==> src/rtl/golomb_dec.sv <==
// Serial Golomb-Rice decoder: one code bit per cycle in, one 9-bit Merrval out.
// Define GOLOMB_DEC_LIMIT_CHECK_EN to flag malformed codes (over-long zero runs, limit<10) on err.
module golomb_dec (
   input  logic       clk,
   input  logic       reset,
   input  logic       i_start,
   input  logic [4:0] i_k,
   input  logic [5:0] i_limit,
   input  logic       i_bit_in,
   input  logic       i_bit_valid,
   output logic       o_bit_ready,
   output logic [8:0] o_merrval,
   output logic       o_val_out,
   input  logic       i_dout_ready,
   output logic       o_busy,
   output logic       o_err
);

   typedef enum logic [2:0] {
      S_IDLE,
      S_UNARY,
      S_REM,
      S_ESC,
      S_DONE
   } state_t;

   state_t     r_state;
   logic [4:0] r_kq;
   logic [5:0] r_lim9q;
   logic [5:0] r_zcnt;
   logic [4:0] r_bcnt;
   logic [8:0] r_acc;
   logic       r_err;
   logic       w_xfer;

   assign w_xfer      = i_bit_valid && o_bit_ready;
   assign o_bit_ready = (r_state == S_UNARY) || (r_state == S_REM) ||
                        (r_state == S_ESC);
   assign o_val_out   = (r_state == S_DONE);
   assign o_busy      = (r_state != S_IDLE);
   assign o_merrval   = r_acc;
   assign o_err       = r_err;

   always_ff @(posedge clk or negedge reset) begin
      if (!reset) begin
         r_state <= S_IDLE;
         r_kq    <= '0;
         r_lim9q <= '0;
         r_zcnt  <= '0;
         r_bcnt  <= '0;
         r_acc   <= '0;
         r_err   <= 1'b0;
      end else begin
         unique case (r_state)
            S_IDLE: begin
               if (i_start) begin
                  r_kq    <= i_k;
                  r_lim9q <= i_limit - 6'd9;
                  r_zcnt  <= '0;
                  r_acc   <= '0;
                  r_err   <= 1'b0;
`ifdef GOLOMB_DEC_LIMIT_CHECK_EN
                  if (i_limit < 6'd10) begin
                     r_err   <= 1'b1;
                     r_state <= S_DONE;
                  end else begin
                     r_state <= S_UNARY;
                  end
`else
                  r_state <= S_UNARY;
`endif
               end
            end
            S_UNARY: begin
               if (w_xfer) begin
                  if (!i_bit_in) begin
`ifdef GOLOMB_DEC_LIMIT_CHECK_EN
                     if (r_zcnt == r_lim9q) begin
                        r_err   <= 1'b1;
                        r_acc   <= '0;
                        r_state <= S_DONE;
                     end else if (r_zcnt != 6'd63) begin
                        r_zcnt <= r_zcnt + 6'd1;
                     end
`else
                     if (r_zcnt != 6'd63) begin
                        r_zcnt <= r_zcnt + 6'd1;
                     end
`endif
                  end else if (r_zcnt < r_lim9q) begin
                     r_acc   <= {3'b000, r_zcnt};
                     r_bcnt  <= r_kq;
                     r_state <= (r_kq == 5'd0) ? S_DONE : S_REM;
                  end else begin
                     // Run reached the limit: a raw 8-bit escape value follows
                     r_acc   <= '0;
                     r_bcnt  <= 5'd8;
                     r_state <= S_ESC;
                  end
               end
            end
            S_REM: begin
               if (w_xfer) begin
                  r_acc  <= {r_acc[7:0], i_bit_in};
                  r_bcnt <= r_bcnt - 5'd1;
                  if (r_bcnt == 5'd1) begin
                     r_state <= S_DONE;
                  end
               end
            end
            S_ESC: begin
               if (w_xfer) begin
                  r_bcnt <= r_bcnt - 5'd1;
                  if (r_bcnt == 5'd1) begin
                     r_acc   <= {1'b0, r_acc[6:0], i_bit_in} + 9'd1;
                     r_state <= S_DONE;
                  end else begin
                     r_acc <= {r_acc[7:0], i_bit_in};
                  end
               end
            end
            S_DONE: begin
               if (i_dout_ready) begin
                  r_state <= S_IDLE;
               end
            end
            default: r_state <= S_IDLE;
         endcase
      end
   end

endmodule

==> config.mk <==
export PLATFORM = sky130hd
export DESIGN_NAME = golomb_dec
export DESIGN_NICKNAME = d
export VERILOG_FILES = /design/src/rtl/golomb_dec.sv
export SDC_FILE = /design/constraint.sdc
export NUM_CORES = 1
export LEC_CHECK = 0
export BUFFER_PORTS_ARGS = -buffer_cell sky130_fd_sc_hd__clkbuf_2
export CAP_MARGIN = 30
export CORE_MARGIN = 2
export CORE_UTILIZATION = 36
export CTS_CLUSTER_SIZE = 30
export DETAILED_ROUTE_END_ITERATION = 16
export PLACE_DENSITY_LB_ADDON = 0.08
export SYNTH_ARGS = -nofsm -noshare
export SYNTH_HDL_FRONTEND = slang
export SYNTH_SLANG_ARGS = --single-unit
==> constraint.sdc <==
create_clock -name clk -period 4.9 [get_ports clk]
set_clock_uncertainty 0.05 [all_clocks]
set_input_delay 0.245 -clock clk [delete_from_list [all_inputs] [get_ports clk]]
set_output_delay 0.245 -clock clk [all_outputs]
set_load 0.03 [all_outputs]
==> impl_results.html, run 1 <==
<table>
<tr><th>Metric</th><th>Value</th></tr>
<tr><th colspan="2">Clocking</th></tr>
<tr><td>Sink count of the clock tree</td><td>34</td></tr>
<tr><td>Number of hold buffers added after CTS</td><td>0</td></tr>
<tr><td>Number of buffers added by the clock tree synthesis step</td><td>5</td></tr>
<tr><td>Gates resized, CTS repair</td><td>0</td></tr>
<tr><td>CTS clock-pin slew for the worst setup and hold paths</td><td>about 0.07 ns</td></tr>
<tr><td>CTS tree</td><td>built</td></tr>
<tr><td>Root Buffer</td><td>sky130_fd_sc_hd__clkbuf_8</td></tr>
<tr><td>Deepest level of the CTS H-tree</td><td>2</td></tr>
<tr><td>Number of buffers added for setup after CTS</td><td>0</td></tr>
<tr><td>Clk Latency, worst-skew pair</td><td>between 0.2 and 0.3 ns</td></tr>
<tr><td>Maximum clock path buffer count</td><td>2</td></tr>
<tr><th colspan="2">Global route</th></tr>
<tr><td>GRT Resource Usage Total</td><td>0.172</td></tr>
<tr><td>Pin count of the biggest net entering global routing</td><td>35</td></tr>
<tr><td>Global-route wire length before repair</td><td>around 8.5 mm</td></tr>
<tr><td>Total global routing overflow</td><td>0</td></tr>
<tr><td>Vias in the first global route</td><td>1727</td></tr>
<tr><td>Antenna violations before repair</td><td>0</td></tr>
<tr><th colspan="2">Drt</th></tr>
<tr><td>Number of design-rule violations left by the first detailed-router iteration</td><td>96</td></tr>
<tr><td>Post-route DRC</td><td>0</td></tr>
<tr><td>Wire per inst</td><td>14.5 um</td></tr>
<tr><td>Antenna violation net count after detailed routing</td><td>0</td></tr>
<tr><td>Final WL</td><td>a little under 5 mm</td></tr>
<tr><td>Number of vias per cell</td><td>5.29</td></tr>
<tr><td>Vias post-DR</td><td>approximately 1.8k</td></tr>
<tr><td>Pre-Repair DR Iteration Count</td><td>4</td></tr>
<tr><th colspan="2">Floorplanning</th></tr>
<tr><td>Overall die area</td><td>about 0.0064 sq mm</td></tr>
<tr><td>Floorplan Core Area</td><td>0.00557 sq mm</td></tr>
<tr><td>Floorplan die height</td><td>80.2 um</td></tr>
<tr><td>Number of core rows</td><td>27</td></tr>
<tr><td>Initial Utilization</td><td>0.375</td></tr>
<tr><td>Number of placed I/O pins</td><td>30</td></tr>
<tr><td>Die extent in x</td><td>roughly 80 um</td></tr>
<tr><th colspan="2">Worst setup path</th></tr>
<tr><td>Worst path slowest cell</td><td>sky130_fd_sc_hd__dfrtp_1</td></tr>
<tr><td>Worst Path Arrival</td><td>2.59 ns</td></tr>
<tr><td>Critical Path Most Common Cell</td><td>sky130_fd_sc_hd__nor2_1</td></tr>
<tr><td>Chain of cells forming the critical path</td><td>or3_4 &gt; nor2_1 &gt; nor2_1 &gt; a221o_1</td></tr>
<tr><td>Critical Path Sink Type</td><td>flop</td></tr>
<tr><td>Required @ worst endpoint</td><td>about 5.0 ns</td></tr>
<tr><td>Worst-path maximum fanout</td><td>19</td></tr>
<tr><td>Worst Setup Start Kind</td><td>flop</td></tr>
<tr><td>Crit path max-delay family</td><td>simple AND/OR/NAND/NOR gates</td></tr>
<tr><td>Worst path buffer plus inverter count</td><td>0</td></tr>
<tr><td>Worst setup path class</td><td>flop to flop</td></tr>
<tr><td>Crit path largest cell delay</td><td>about 0.59 ns</td></tr>
<tr><th colspan="2">Layout</th></tr>
<tr><td>Area Growth Syn to Fin</td><td>12.3%</td></tr>
<tr><td>Antenna diode count</td><td>0</td></tr>
<tr><td>Filler instances</td><td>around 590</td></tr>
<tr><td>Share of layout cells above drive strength 1</td><td>0.163</td></tr>
<tr><td>Net count reported at finish</td><td>between 200 and 300</td></tr>
<tr><td>Combined area of the multi-input logic cells</td><td>roughly 0.0011 sq mm</td></tr>
<tr><td>Register cell area after layout</td><td>between 800 and 900 sq um</td></tr>
<tr><th colspan="2">Timing</th></tr>
<tr><td>Minimum clock period</td><td>2.47 ns</td></tr>
<tr><td>Total negative slack for setup checks</td><td>0 ns</td></tr>
<tr><td>Rel. slew slack</td><td>0.409</td></tr>
<tr><td>Peak Freq</td><td>approximately 400 MHz</td></tr>
<tr><td>Final number of setup-violating endpoints</td><td>0</td></tr>
<tr><td>Setup repair after global routing missed its margin</td><td>false</td></tr>
<tr><td>Tightest Pin Transition</td><td>roughly 0.89 ns</td></tr>
<tr><td>Final Cycle Share</td><td>0.504</td></tr>
<tr><td>Slew Viols, Final</td><td>0</td></tr>
<tr><td>Hold WS</td><td>~0.010 ns</td></tr>
<tr><td>Number of endpoints with negative hold slack in the final report</td><td>0</td></tr>
<tr><th colspan="2">Power and ir drop</th></tr>
<tr><td>Proportion of power drawn by combinational gates</td><td>0.410</td></tr>
<tr><td>Power per standard cell area</td><td>between 500 and 600 mW/mm^2</td></tr>
<tr><td>Peak supply drop</td><td>just over 200 uV</td></tr>
<tr><td>Switching pwr</td><td>a little under 600 uW</td></tr>
<tr><td>Clock network fraction of design power</td><td>0.166</td></tr>
<tr><td>Sum of internal, switching and leakage power</td><td>approximately 1.3 mW</td></tr>
<tr><td>Static power due to leakage</td><td>around 1.1 nW</td></tr>
<tr><td>Switching power as a share of total power</td><td>0.444</td></tr>
<tr><td>Part of the power in registers</td><td>0.424</td></tr>
<tr><td>Total internal power</td><td>~730 uW</td></tr>
<tr><th colspan="2">Yosys</th></tr>
<tr><td>Number of flops mapped to enable cells by yosys</td><td>0</td></tr>
<tr><td>Synthesis Warnings</td><td>0</td></tr>
<tr><td>Flops &amp; latches, synth</td><td>34</td></tr>
<tr><td>Synth async-reset ratio</td><td>1.00</td></tr>
<tr><td>Number of distinct library cells after synthesis</td><td>46</td></tr>
<tr><td>Summed instance area of the synthesized netlist</td><td>roughly 0.0021 sq mm</td></tr>
<tr><td>Synth Flop Type</td><td>sky130_fd_sc_hd__dfrtp_1</td></tr>
<tr><td>Average cell area after synthesis</td><td>between 8 and 9 sq um</td></tr>
<tr><td>Part of the Yosys area used for sequential elements</td><td>0.407</td></tr>
<tr><td>Post-synthesis net count</td><td>about 260</td></tr>
<tr><td>Count of mapped cells out of synthesis</td><td>237</td></tr>
<tr><th colspan="2">Placement</th></tr>
<tr><td>Placer Congestion</td><td>0.813</td></tr>
<tr><td>Number of buffer cells added on primary ports</td><td>28</td></tr>
<tr><td>DP HPWL</td><td>roughly 3.6 mm</td></tr>
<tr><th colspan="2">Status</th></tr>
<tr><td>Result of the run</td><td>complete, no violations</td></tr>
<tr><th colspan="2">Min path</th></tr>
<tr><td>Worst Hold Class</td><td>input pin to async pin</td></tr>
<tr><th colspan="2">Job</th></tr>
<tr><td>Maxcap violations</td><td>0</td></tr>
</table>
[worst reg2reg max path, delay by kind of cell (launching register included)]
kind	cells	cell delay [ns]
DFF	1	0.59
and+or+nand+nor	3	1.35
AOI/OAI and AO/OA	1	0.37
[cells by family (layout without fill, tap and decap cells)]
| family | after synthesis | after routing | share of synthesized area |
|---|---|---|---|
| and+or+nand+nor | 103 | 103 | 0.250 |
| AOI/OAI and AO/OA | 52 | 52 | 0.168 |
| DFF | 34 | 34 | 0.407 |
| buffers and inverters | 23 | 49 | 0.0545 |
| xor gates and xnor gates | 14 | 14 | 0.0586 |
| adders and majority gates | 10 | 10 | 0.0598 |
| other | 1 | 1 | 0.00179 |
[metal layers]
metal	wire [um]	track usage
met5	0	0
met1	2290	0.230
met2	2320	0.269
met3	210	0.0393
met4	46	0.0644
[power by group through the flow]
stage / clock network [mW] / logic (mW) / registers (mW)
4_1_cts: 0.224 / 0.543 / 0.556
6_report: 0.217 / 0.537 / 0.554
3_3_place_gp: 0 / 0.536 / 0.560
3_5_place_dp: 0 / 0.540 / 0.562
5_1_grt: 0.238 / 0.610 / 0.582
2_1_floorplan: 0 / 0.384 / 0.564
[final cells by class]
cell class	count	share of cell area
well taps	72	0.0384
repair buffers	28	0.0597
multi-input cells	180	0.480
clock inverters	1	0.00213
clock buffers	7	0.0368
inverters	13	0.0208
flip-flops and latches	34	0.362
[worst paths after layout]
kind / startpoint / end / slack, ns / cells after the start
worst max register to register: r_state[0]$_DFFE_PN0P_ / o_merrval[0]$_DFFE_PN0P_ / 2.43 / 4
worst max-delay path: r_state[0]$_DFFE_PN0P_ / o_merrval[0]$_DFFE_PN0P_ / 2.43 / 4
max in group asynchronous: reset / r_kq[2]$_DFFE_PN0P_ / 4.23 / 1
min in group clk: i_k[0] / r_kq[0]$_DFFE_PN0P_ / 0.10 / 3
worst min-delay path: reset / r_bcnt[0]$_DFFE_PN0P_ / 0.01 / 1
worst min register to register: r_lim9q[5]$_DFFE_PN0P_ / r_lim9q[5]$_DFFE_PN0P_ / 0.43 / 2
[cell usage after synthesis, drive strengths merged, types with 2 or more instances]
library cell,n,share of area
nand2b,3,0.0090
nand3,9,0.022
nand4,6,0.018
o41ai,2,0.0084
o21bai,2,0.0072
a22o,2,0.0084
nor3b,2,0.0096
xnor2,9,0.038
clkbuf,2,0.0036
ha,10,0.060
and3,4,0.012
or3,3,0.011
dfrtp,34,0.41
o221ai,2,0.011
inv,13,0.023
nor3,6,0.020
nor2,20,0.036
xor2,5,0.021
a21oi,13,0.033
buf,8,0.028
a221o,7,0.034
o21ai,17,0.041
nand2,43,0.077
[sequential cells by signal, indices dropped and copies added (netlist names)]
| register | count |
|---|---|
| r_zcnt | 6 |
| r_bcnt | 5 |
| o_merrval | 9 |
| r_state | 3 |
| r_kq | 5 |
| r_lim9q | 6 |
[per-stage QoR]
stage	setup WS, ns	instances	area [sq um]	utilization
floorplan	3.12	237	2090	-
global placement	2.43	327	2260	0.405
detailed placement	2.40	327	2260	0.405
CTS	2.39	335	2350	0.421
global route	2.20	335	2350	0.421
finish	2.43	335	2350	0.421
[placed cells by master (no fill, tap or decap), types with 2 or more instances in the layout]
master                      n
sky130_fd_sc_hd__a21oi_1   12
sky130_fd_sc_hd__a221o_1    7
sky130_fd_sc_hd__a22o_1     2
sky130_fd_sc_hd__and3_1     4
sky130_fd_sc_hd__clkbuf_2  28
sky130_fd_sc_hd__clkbuf_8   6
sky130_fd_sc_hd__dfrtp_1   34
sky130_fd_sc_hd__ha_1      10
sky130_fd_sc_hd__inv_1     13
sky130_fd_sc_hd__nand2_1   43
sky130_fd_sc_hd__nand2b_1   3
sky130_fd_sc_hd__nand3_1    9
sky130_fd_sc_hd__nand4_1    6
sky130_fd_sc_hd__nor2_1    20
sky130_fd_sc_hd__nor3_1     5
sky130_fd_sc_hd__o21ai_0    9
sky130_fd_sc_hd__o21ai_1    8
sky130_fd_sc_hd__o21bai_1   2
sky130_fd_sc_hd__o41ai_1    2
sky130_fd_sc_hd__or3_1      2
sky130_fd_sc_hd__xnor2_1    9
sky130_fd_sc_hd__xor2_1     5
(Power assumes the default switching activity.)
==> run 2, diff against run 1 <==
Clock period 4.9 ns to 2.1 ns, I/O delays scaled along.
==> run 2 against run 1 <==
Setup slack lost 2.2 ns. Combinational power grew to 2.6 times the previous value. Non-clock buffer count increased by 19. First-iteration DRC count decreased by 13%. Sequential share of layout area decreased by 2.3 points. Maximum frequency is 30% higher. Largest power group is now combinational logic.
==> impl_results.html, run 2 (synthesis gave the netlist of run 1 again) <==
<table>
<tr><th>Metric</th><th>Value</th></tr>
<tr><th colspan="2">Global route</th></tr>
<tr><td>Total global routing overflow</td><td>0 (unchanged)</td></tr>
<tr><td>Antenna violations before repair</td><td>0 (unchanged)</td></tr>
<tr><td>GRT Resource Usage Total</td><td>0.182 (was 0.172)</td></tr>
<tr><td>Global-route wire length before repair</td><td>8.82 mm (was 8.50 mm)</td></tr>
<tr><td>Pin count of the biggest net entering global routing</td><td>35 (unchanged)</td></tr>
<tr><td>Vias in the first global route</td><td>1807 (was 1727)</td></tr>
<tr><th colspan="2">Clocking</th></tr>
<tr><td>Clk Latency, worst-skew pair</td><td>0.30 ns (was 0.29 ns)</td></tr>
<tr><td>CTS clock-pin slew for the worst setup and hold paths</td><td>0.08 ns (was 0.07 ns)</td></tr>
<tr><td>Gates resized, CTS repair</td><td>0 (unchanged)</td></tr>
<tr><td>Root Buffer</td><td>sky130_fd_sc_hd__clkbuf_8 (unchanged)</td></tr>
<tr><td>Number of buffers added by the clock tree synthesis step</td><td>5 (unchanged)</td></tr>
<tr><td>Deepest level of the CTS H-tree</td><td>2 (unchanged)</td></tr>
<tr><td>CTS tree</td><td>built (unchanged)</td></tr>
<tr><td>Maximum clock path buffer count</td><td>2 (unchanged)</td></tr>
<tr><td>Sink count of the clock tree</td><td>34 (unchanged)</td></tr>
<tr><th colspan="2">Timing</th></tr>
<tr><td>Number of endpoints with negative hold slack in the final report</td><td>0 (unchanged)</td></tr>
<tr><td>Setup repair after global routing missed its margin</td><td>false (unchanged)</td></tr>
<tr><td>Final Cycle Share</td><td>0.907 (was 0.504)</td></tr>
<tr><td>Total negative slack for setup checks</td><td>0 ns (unchanged)</td></tr>
<tr><td>Final number of setup-violating endpoints</td><td>0 (unchanged)</td></tr>
<tr><td>Peak Freq</td><td>525 MHz (was 405 MHz)</td></tr>
<tr><td>Minimum clock period</td><td>1.90 ns (was 2.47 ns)</td></tr>
<tr><td>Tightest Pin Transition</td><td>0.646 ns (was 0.887 ns)</td></tr>
<tr><td>Slew Viols, Final</td><td>0 (unchanged)</td></tr>
<tr><td>Rel. slew slack</td><td>0.568 (was 0.409)</td></tr>
<tr><th colspan="2">Floorplanning</th></tr>
<tr><td>Die extent in x</td><td>80.2 um (unchanged)</td></tr>
<tr><td>Floorplan die height</td><td>80.2 um (unchanged)</td></tr>
<tr><td>Overall die area</td><td>0.00643 sq mm (unchanged)</td></tr>
<tr><td>Number of core rows</td><td>27 (unchanged)</td></tr>
<tr><td>Initial Utilization</td><td>0.375 (unchanged)</td></tr>
<tr><td>Floorplan Core Area</td><td>0.00557 sq mm (unchanged)</td></tr>
<tr><td>Number of placed I/O pins</td><td>30 (unchanged)</td></tr>
<tr><th colspan="2">Power and ir drop</th></tr>
<tr><td>Static power due to leakage</td><td>1.17 nW (was 1.08 nW)</td></tr>
<tr><td>Power per standard cell area</td><td>1270 mW/mm^2 (was 557 mW/mm^2)</td></tr>
<tr><td>Peak supply drop</td><td>510 uV (was 201 uV)</td></tr>
<tr><th colspan="2">Layout</th></tr>
<tr><td>Flip-flop count of the largest register after layout</td><td>9 (unchanged)</td></tr>
<tr><td>Most frequent cells in the layout</td><td>sky130_fd_sc_hd__nand2_1, sky130_fd_sc_hd__dfrtp_1, sky130_fd_sc_hd__clkbuf_2 (unchanged)</td></tr>
<tr><td>Share of layout cells above drive strength 1</td><td>0.195 (was 0.163)</td></tr>
<tr><td>Antenna diode count</td><td>0 (unchanged)</td></tr>
<tr><td>Final Core Density</td><td>0.450 (was 0.421)</td></tr>
<tr><td>Leading cell type in the layout, fill and taps excluded</td><td>sky130_fd_sc_hd__nand2_1 (unchanged)</td></tr>
<tr><td>Net count reported at finish</td><td>308 (was 289)</td></tr>
<tr><td>Filler instances</td><td>576 (was 586)</td></tr>
<tr><td>Area Growth Syn to Fin</td><td>19.9% (was 12.3%)</td></tr>
<tr><th colspan="2">Job</th></tr>
<tr><td>Maxcap violations</td><td>0 (unchanged)</td></tr>
<tr><th colspan="2">Worst setup path</th></tr>
<tr><td>Chain of cells forming the critical path</td><td>ha_1 &gt; a21oi_1 &gt; o221ai_2 &gt; or3_1 &gt; a22o_1 (was or3_4 &gt; nor2_1 &gt; nor2_1 &gt; a221o_1)</td></tr>
<tr><td>Worst Path Arrival</td><td>2.04 ns (was 2.59 ns)</td></tr>
<tr><td>Worst Setup Start Kind</td><td>flop (unchanged)</td></tr>
<tr><td>Critical Path Sink Type</td><td>flop (unchanged)</td></tr>
<tr><td>Worst path slowest cell</td><td>sky130_fd_sc_hd__dfrtp_1 (unchanged)</td></tr>
<tr><td>Required @ worst endpoint</td><td>2.24 ns (was 5.02 ns)</td></tr>
<tr><td>Crit path max-delay family</td><td>compound AO/OA/AOI/OAI gates (was simple AND/OR/NAND/NOR gates)</td></tr>
<tr><td>Worst path buffer plus inverter count</td><td>0 (unchanged)</td></tr>
<tr><td>Worst-path maximum fanout</td><td>6 (was 19)</td></tr>
<tr><td>Worst setup path class</td><td>flop to flop (unchanged)</td></tr>
<tr><td>Crit path largest cell delay</td><td>0.47 ns (was 0.59 ns)</td></tr>
<tr><th colspan="2">Drt</th></tr>
<tr><td>Number of vias per cell</td><td>5.12 (was 5.29)</td></tr>
<tr><td>Pre-Repair DR Iteration Count</td><td>4 (unchanged)</td></tr>
<tr><td>Vias post-DR</td><td>1814 (was 1771)</td></tr>
<tr><td>Final WL</td><td>5.19 mm (was 4.87 mm)</td></tr>
<tr><td>Wire per inst</td><td>14.7 um (was 14.5 um)</td></tr>
<tr><td>Antenna violation net count after detailed routing</td><td>0 (unchanged)</td></tr>
<tr><td>Post-route DRC</td><td>0 (unchanged)</td></tr>
<tr><td>Number of design-rule violations left by the first detailed-router iteration</td><td>84 (was 96)</td></tr>
<tr><th colspan="2">Status</th></tr>
<tr><td>Result of the run</td><td>complete, no violations (unchanged)</td></tr>
<tr><th colspan="2">Min path</th></tr>
<tr><td>Worst Hold Class</td><td>input pin to flop (was input pin to async pin)</td></tr>
<tr><th colspan="2">Placement</th></tr>
<tr><td>Placer Congestion</td><td>0.789 (was 0.813)</td></tr>
<tr><td>Number of buffer cells added on primary ports</td><td>28 (unchanged)</td></tr>
<tr><td>DP HPWL</td><td>3.77 mm (was 3.59 mm)</td></tr>
</table>
==> run 2: cell types whose count changed in the layout (fill, tap and decap cells not counted) <==
cell,change
sky130_fd_sc_hd__buf_4,+12
sky130_fd_sc_hd__dlygate4sd3_1,+7
==> run 2: what timing repair did <==
action / 4_1_cts / 5_1_grt
endpoints found under the hold margin: 40 / 0
setup buffers: 0 / 0
hold buffers: 7 / 0
==> run 2: worst register-to-register path, cell delays in order, from the launching register on <==
cell                       delay (ns)
sky130_fd_sc_hd__dfrtp_1         0.47
sky130_fd_sc_hd__ha_1            0.32
sky130_fd_sc_hd__a21oi_1         0.17
sky130_fd_sc_hd__o221ai_2        0.19
sky130_fd_sc_hd__or3_1           0.40
sky130_fd_sc_hd__a22o_1          0.19
==> run 2: per-stage QoR <==
stage               hold slack, ns  setup slack, ns  cell area, sq um  cells  power [mW]
floorplan                   -0.241            0.322              2090    237        2.21
global placement             0.127            0.190              2350    339        2.67
detailed placement           0.124            0.186              2350    339        2.68
CTS                         0.0271            0.188              2510    354        3.21
global route                0.0391           0.0860              2510    354        3.44
finish                      0.0368            0.196              2510    354        3.17
==> run 2: final cells by class <==
class                           count  area, sq um  share of cell area
Clock buffer                        7         86.3              0.0344
Clock inverter                      1         5.00             0.00200
Inverter                           13         48.8              0.0195
Multi-Input combinational cell    180         1130               0.449
Sequential cell                    34          851               0.339
Tap cell                           72         90.1              0.0359
Timing Repair Buffer               47          300               0.120
==> run 2: final timing paths <==
check | slack [ns] | endpoint | startpoint | cells after the start
max | 0.20 | r_state[1]$_DFFE_PN0P_ | r_zcnt[3]$_DFFE_PN0P_ | 5
min | 0.04 | r_state[2]$_DFFE_PN0P_ | i_dout_ready | 2
max reg2reg | 0.20 | r_state[1]$_DFFE_PN0P_ | r_zcnt[3]$_DFFE_PN0P_ | 5
min reg2reg | 0.44 | r_lim9q[4]$_DFFE_PN0P_ | r_lim9q[4]$_DFFE_PN0P_ | 2
max in group asynchronous | 1.35 | r_lim9q[3]$_DFFE_PN0P_ | reset | 3
min in group asynchronous | 0.32 | r_bcnt[3]$_DFFE_PN0P_ | reset | 3
==> run 2: metal layers <==
metal	track usage	up-vias	wire [um]
met5	0	-	0
met4	0.0712	0	91
met3	0.0337	8	167
met2	0.292	32	2450
met1	0.243	857	2480
li1	-	917	-
==> run 2: report_power, final <==
| group | total (mW) | switching [mW] | leakage (nW) | internal (mW) |
|---|---|---|---|---|
| clock | 0.515 | 0.251 | 0.0482 | 0.265 |
| combinational | 1.39 | 0.803 | 0.687 | 0.590 |
| sequential | 1.27 | 0.337 | 0.432 | 0.928 |
==> run 3, diff against run 2 <==
Settings changed: PLACE_DENSITY_LB_ADDON 0.08 to unset.
==> run 3 against run 2 <==
Sequential share of layout area is 0.10 points higher. Count of clock-buffer cells in the layout stayed put. Cell area is 0.30% lower. Critical path depth stayed put. Register-to-register slack hardly changed. Non-clock buffer count is 1 lower. Power hardly changed.
==> impl_results.html, run 3 (synthesis gave the netlist of run 1 again) <==
<table>
<tr><th>Metric</th><th>Value</th></tr>
<tr><th colspan="2">Global route</th></tr>
<tr><td>Pin count of the biggest net entering global routing</td><td>35 (unchanged)</td></tr>
<tr><td>Vias in the first global route</td><td>1774 (was 1807)</td></tr>
<tr><td>Total global routing overflow</td><td>0 (unchanged)</td></tr>
<tr><td>GRT Resource Usage Total</td><td>0.175 (was 0.182)</td></tr>
<tr><td>Antenna violations before repair</td><td>0 (unchanged)</td></tr>
<tr><td>Global-route wire length before repair</td><td>8.62 mm (was 8.82 mm)</td></tr>
<tr><th colspan="2">Clocking</th></tr>
<tr><td>Deepest level of the CTS H-tree</td><td>2 (unchanged)</td></tr>
<tr><td>CTS clock-pin slew for the worst setup and hold paths</td><td>0.07 ns (was 0.08 ns)</td></tr>
<tr><td>Clk Latency, worst-skew pair</td><td>0.29 ns (was 0.30 ns)</td></tr>
<tr><td>Maximum clock path buffer count</td><td>2 (unchanged)</td></tr>
<tr><td>Root Buffer</td><td>sky130_fd_sc_hd__clkbuf_8 (unchanged)</td></tr>
<tr><td>Number of buffers added by the clock tree synthesis step</td><td>5 (unchanged)</td></tr>
<tr><td>Gates resized, CTS repair</td><td>0 (unchanged)</td></tr>
<tr><td>Sink count of the clock tree</td><td>34 (unchanged)</td></tr>
<tr><td>CTS tree</td><td>built (unchanged)</td></tr>
<tr><th colspan="2">Power and ir drop</th></tr>
<tr><td>Proportion of power drawn by combinational gates</td><td>0.446 (was 0.439)</td></tr>
<tr><td>Peak supply drop</td><td>557 uV (was 510 uV)</td></tr>
<tr><td>Switching pwr</td><td>1.39 mW (about the same)</td></tr>
<tr><td>Switching power as a share of total power</td><td>0.437 (was 0.438)</td></tr>
<tr><td>Static power due to leakage</td><td>1.16 nW (was 1.17 nW)</td></tr>
<tr><td>Power per standard cell area</td><td>1270 mW/mm^2 (about the same)</td></tr>
<tr><td>Total internal power</td><td>1.79 mW (was 1.78 mW)</td></tr>
<tr><td>Part of the power in registers</td><td>0.397 (was 0.399)</td></tr>
<tr><td>Clock network fraction of design power</td><td>0.156 (was 0.162)</td></tr>
<tr><td>Sum of internal, switching and leakage power</td><td>3.18 mW (was 3.17 mW)</td></tr>
<tr><th colspan="2">Worst setup path</th></tr>
<tr><td>Crit path largest cell delay</td><td>0.48 ns (was 0.47 ns)</td></tr>
<tr><td>Worst Path Arrival</td><td>2.04 ns (about the same)</td></tr>
<tr><td>Register-to-register path setup slack</td><td>0.19 ns (was 0.20 ns)</td></tr>
<tr><td>Crit path max-delay family</td><td>compound AO/OA/AOI/OAI gates (unchanged)</td></tr>
<tr><td>Required @ worst endpoint</td><td>2.23 ns (was 2.24 ns)</td></tr>
<tr><td>Chain of cells forming the critical path</td><td>ha_1 &gt; a21oi_1 &gt; o221ai_2 &gt; or3_1 &gt; a22o_1 (unchanged)</td></tr>
<tr><td>Worst path buffer plus inverter count</td><td>0 (unchanged)</td></tr>
<tr><td>Worst path slowest cell</td><td>sky130_fd_sc_hd__dfrtp_1 (unchanged)</td></tr>
<tr><td>Critical Path Sink Type</td><td>flop (unchanged)</td></tr>
<tr><td>Worst Setup Start Kind</td><td>flop (unchanged)</td></tr>
<tr><td>Worst-path maximum fanout</td><td>6 (unchanged)</td></tr>
<tr><td>Worst setup path class</td><td>flop to flop (unchanged)</td></tr>
<tr><th colspan="2">Layout</th></tr>
<tr><td>Antenna diode count</td><td>0 (unchanged)</td></tr>
<tr><td>Share of layout cells above drive strength 1</td><td>0.192 (was 0.195)</td></tr>
<tr><td>Combined area of the multi-input logic cells</td><td>0.00113 sq mm (unchanged)</td></tr>
<tr><td>Most frequent cells in the layout</td><td>sky130_fd_sc_hd__nand2_1, sky130_fd_sc_hd__dfrtp_1, sky130_fd_sc_hd__clkbuf_2 (unchanged)</td></tr>
<tr><td>Register cell area after layout</td><td>851 sq um (unchanged)</td></tr>
<tr><td>Flip-flop count of the largest register after layout</td><td>9 (unchanged)</td></tr>
<tr><td>Leading cell type in the layout, fill and taps excluded</td><td>sky130_fd_sc_hd__nand2_1 (unchanged)</td></tr>
<tr><td>Filler instances</td><td>560 (was 576)</td></tr>
<tr><td>Area Growth Syn to Fin</td><td>19.6% (was 19.9%)</td></tr>
<tr><td>Net count reported at finish</td><td>307 (was 308)</td></tr>
<tr><th colspan="2">Floorplanning</th></tr>
<tr><td>Initial Utilization</td><td>0.375 (unchanged)</td></tr>
<tr><td>Floorplan die height</td><td>80.2 um (unchanged)</td></tr>
<tr><td>Die extent in x</td><td>80.2 um (unchanged)</td></tr>
<tr><td>Floorplan Core Area</td><td>0.00557 sq mm (unchanged)</td></tr>
<tr><td>Number of placed I/O pins</td><td>30 (unchanged)</td></tr>
<tr><td>Number of core rows</td><td>27 (unchanged)</td></tr>
<tr><td>Overall die area</td><td>0.00643 sq mm (unchanged)</td></tr>
<tr><th colspan="2">Drt</th></tr>
<tr><td>Pre-Repair DR Iteration Count</td><td>4 (unchanged)</td></tr>
<tr><td>Final WL</td><td>5.07 mm (was 5.19 mm)</td></tr>
<tr><td>Post-route DRC</td><td>0 (unchanged)</td></tr>
<tr><td>Vias post-DR</td><td>1862 (was 1814)</td></tr>
<tr><td>Antenna violation net count after detailed routing</td><td>0 (unchanged)</td></tr>
<tr><td>Number of vias per cell</td><td>5.27 (was 5.12)</td></tr>
<tr><td>Number of design-rule violations left by the first detailed-router iteration</td><td>119 (was 84)</td></tr>
<tr><td>Wire per inst</td><td>14.4 um (was 14.7 um)</td></tr>
<tr><th colspan="2">Placement</th></tr>
<tr><td>Number of buffer cells added on primary ports</td><td>28 (unchanged)</td></tr>
<tr><td>Placer Congestion</td><td>0.813 (was 0.789)</td></tr>
<tr><td>DP HPWL</td><td>3.62 mm (was 3.77 mm)</td></tr>
<tr><th colspan="2">Min path</th></tr>
<tr><td>Worst Hold Class</td><td>input pin to flop (unchanged)</td></tr>
<tr><th colspan="2">Timing</th></tr>
<tr><td>Minimum clock period</td><td>1.91 ns (was 1.90 ns)</td></tr>
<tr><td>Final number of setup-violating endpoints</td><td>0 (unchanged)</td></tr>
<tr><td>Rel. slew slack</td><td>0.416 (was 0.568)</td></tr>
<tr><td>Tightest Pin Transition</td><td>0.876 ns (was 0.646 ns)</td></tr>
<tr><td>Setup repair after global routing missed its margin</td><td>false (unchanged)</td></tr>
<tr><td>Final Cycle Share</td><td>0.910 (was 0.907)</td></tr>
<tr><td>Peak Freq</td><td>523 MHz (was 525 MHz)</td></tr>
<tr><td>Number of endpoints with negative hold slack in the final report</td><td>0 (unchanged)</td></tr>
<tr><td>Slew Viols, Final</td><td>0 (unchanged)</td></tr>
<tr><td>Total negative slack for setup checks</td><td>0 ns (unchanged)</td></tr>
<tr><td>Hold WS</td><td>0.0529 ns (was 0.0368 ns)</td></tr>
<tr><th colspan="2">Job</th></tr>
<tr><td>Maxcap violations</td><td>0 (unchanged)</td></tr>
<tr><th colspan="2">Status</th></tr>
<tr><td>Result of the run</td><td>complete, no violations (unchanged)</td></tr>
</table>
[run 3: cell types whose count changed in the layout (fill, tap and decap cells not counted), sizes merged]
cell / delta
buf: -1
[run 3: power groups by stage]
stage          Combinational, mW  Clock, mW  Sequential (mW)
2_1_floorplan              0.897          0             1.32
3_3_place_gp                1.38          0             1.26
3_5_place_dp                1.40          0             1.27
4_1_cts                     1.42      0.510             1.26
5_1_grt                     1.59      0.548             1.31
6_report                    1.42      0.497             1.26
[run 3: routing by layer]
metal  part of all wire  routed length (um)  GRT usage  up-vias
li1                   -                   -          -      919
met1               0.48                2460      0.237      890
met2               0.46                2340      0.276       46
met3              0.041                 207     0.0348        7
met4              0.013                  68     0.0661        0
met5                  0                   0          0        -
[run 3: cell type report]
cell class | count | share of cell area
tap | 72 | 0.0360
multi-input combinational | 180 | 0.450
timing repair buffer | 46 | 0.117
sequential | 34 | 0.340
clock buffer | 7 | 0.0345
clock inverter | 1 | 0.00200
inverter | 13 | 0.0195
[run 3: repair_timing]
item                                   4_1_cts  5_1_grt
setup endpoints to repair                    0        0
hold buffers                                 7        0
buffers inserted                             0        0
endpoints found under the hold margin       40        0
[run 3: worst paths after layout]
check | start | to | depth (start not counted)
min in group asynchronous | reset | o_merrval[4]$_DFFE_PN0P_ | 2
max reg2reg | r_zcnt[3]$_DFFE_PN0P_ | r_state[1]$_DFFE_PN0P_ | 5
min reg2reg | r_lim9q[5]$_DFFE_PN0P_ | r_lim9q[5]$_DFFE_PN0P_ | 2
max in group asynchronous | reset | o_merrval[2]$_DFFE_PN0P_ | 2
min | i_dout_ready | r_state[2]$_DFFE_PN0P_ | 2
max | r_zcnt[3]$_DFFE_PN0P_ | r_state[1]$_DFFE_PN0P_ | 5
[run 3: stage by stage]
step,std cells,instance area (sq um),worst slack (ns),utilization
2_1_floorplan,237,2090,0.322,-
3_3_place_gp,338,2340,0.209,0.420
3_5_place_dp,338,2340,0.182,0.420
4_1_cts,353,2500,0.181,0.448
5_1_grt,353,2500,0.0795,0.448
6_report,353,2500,0.188,0.448
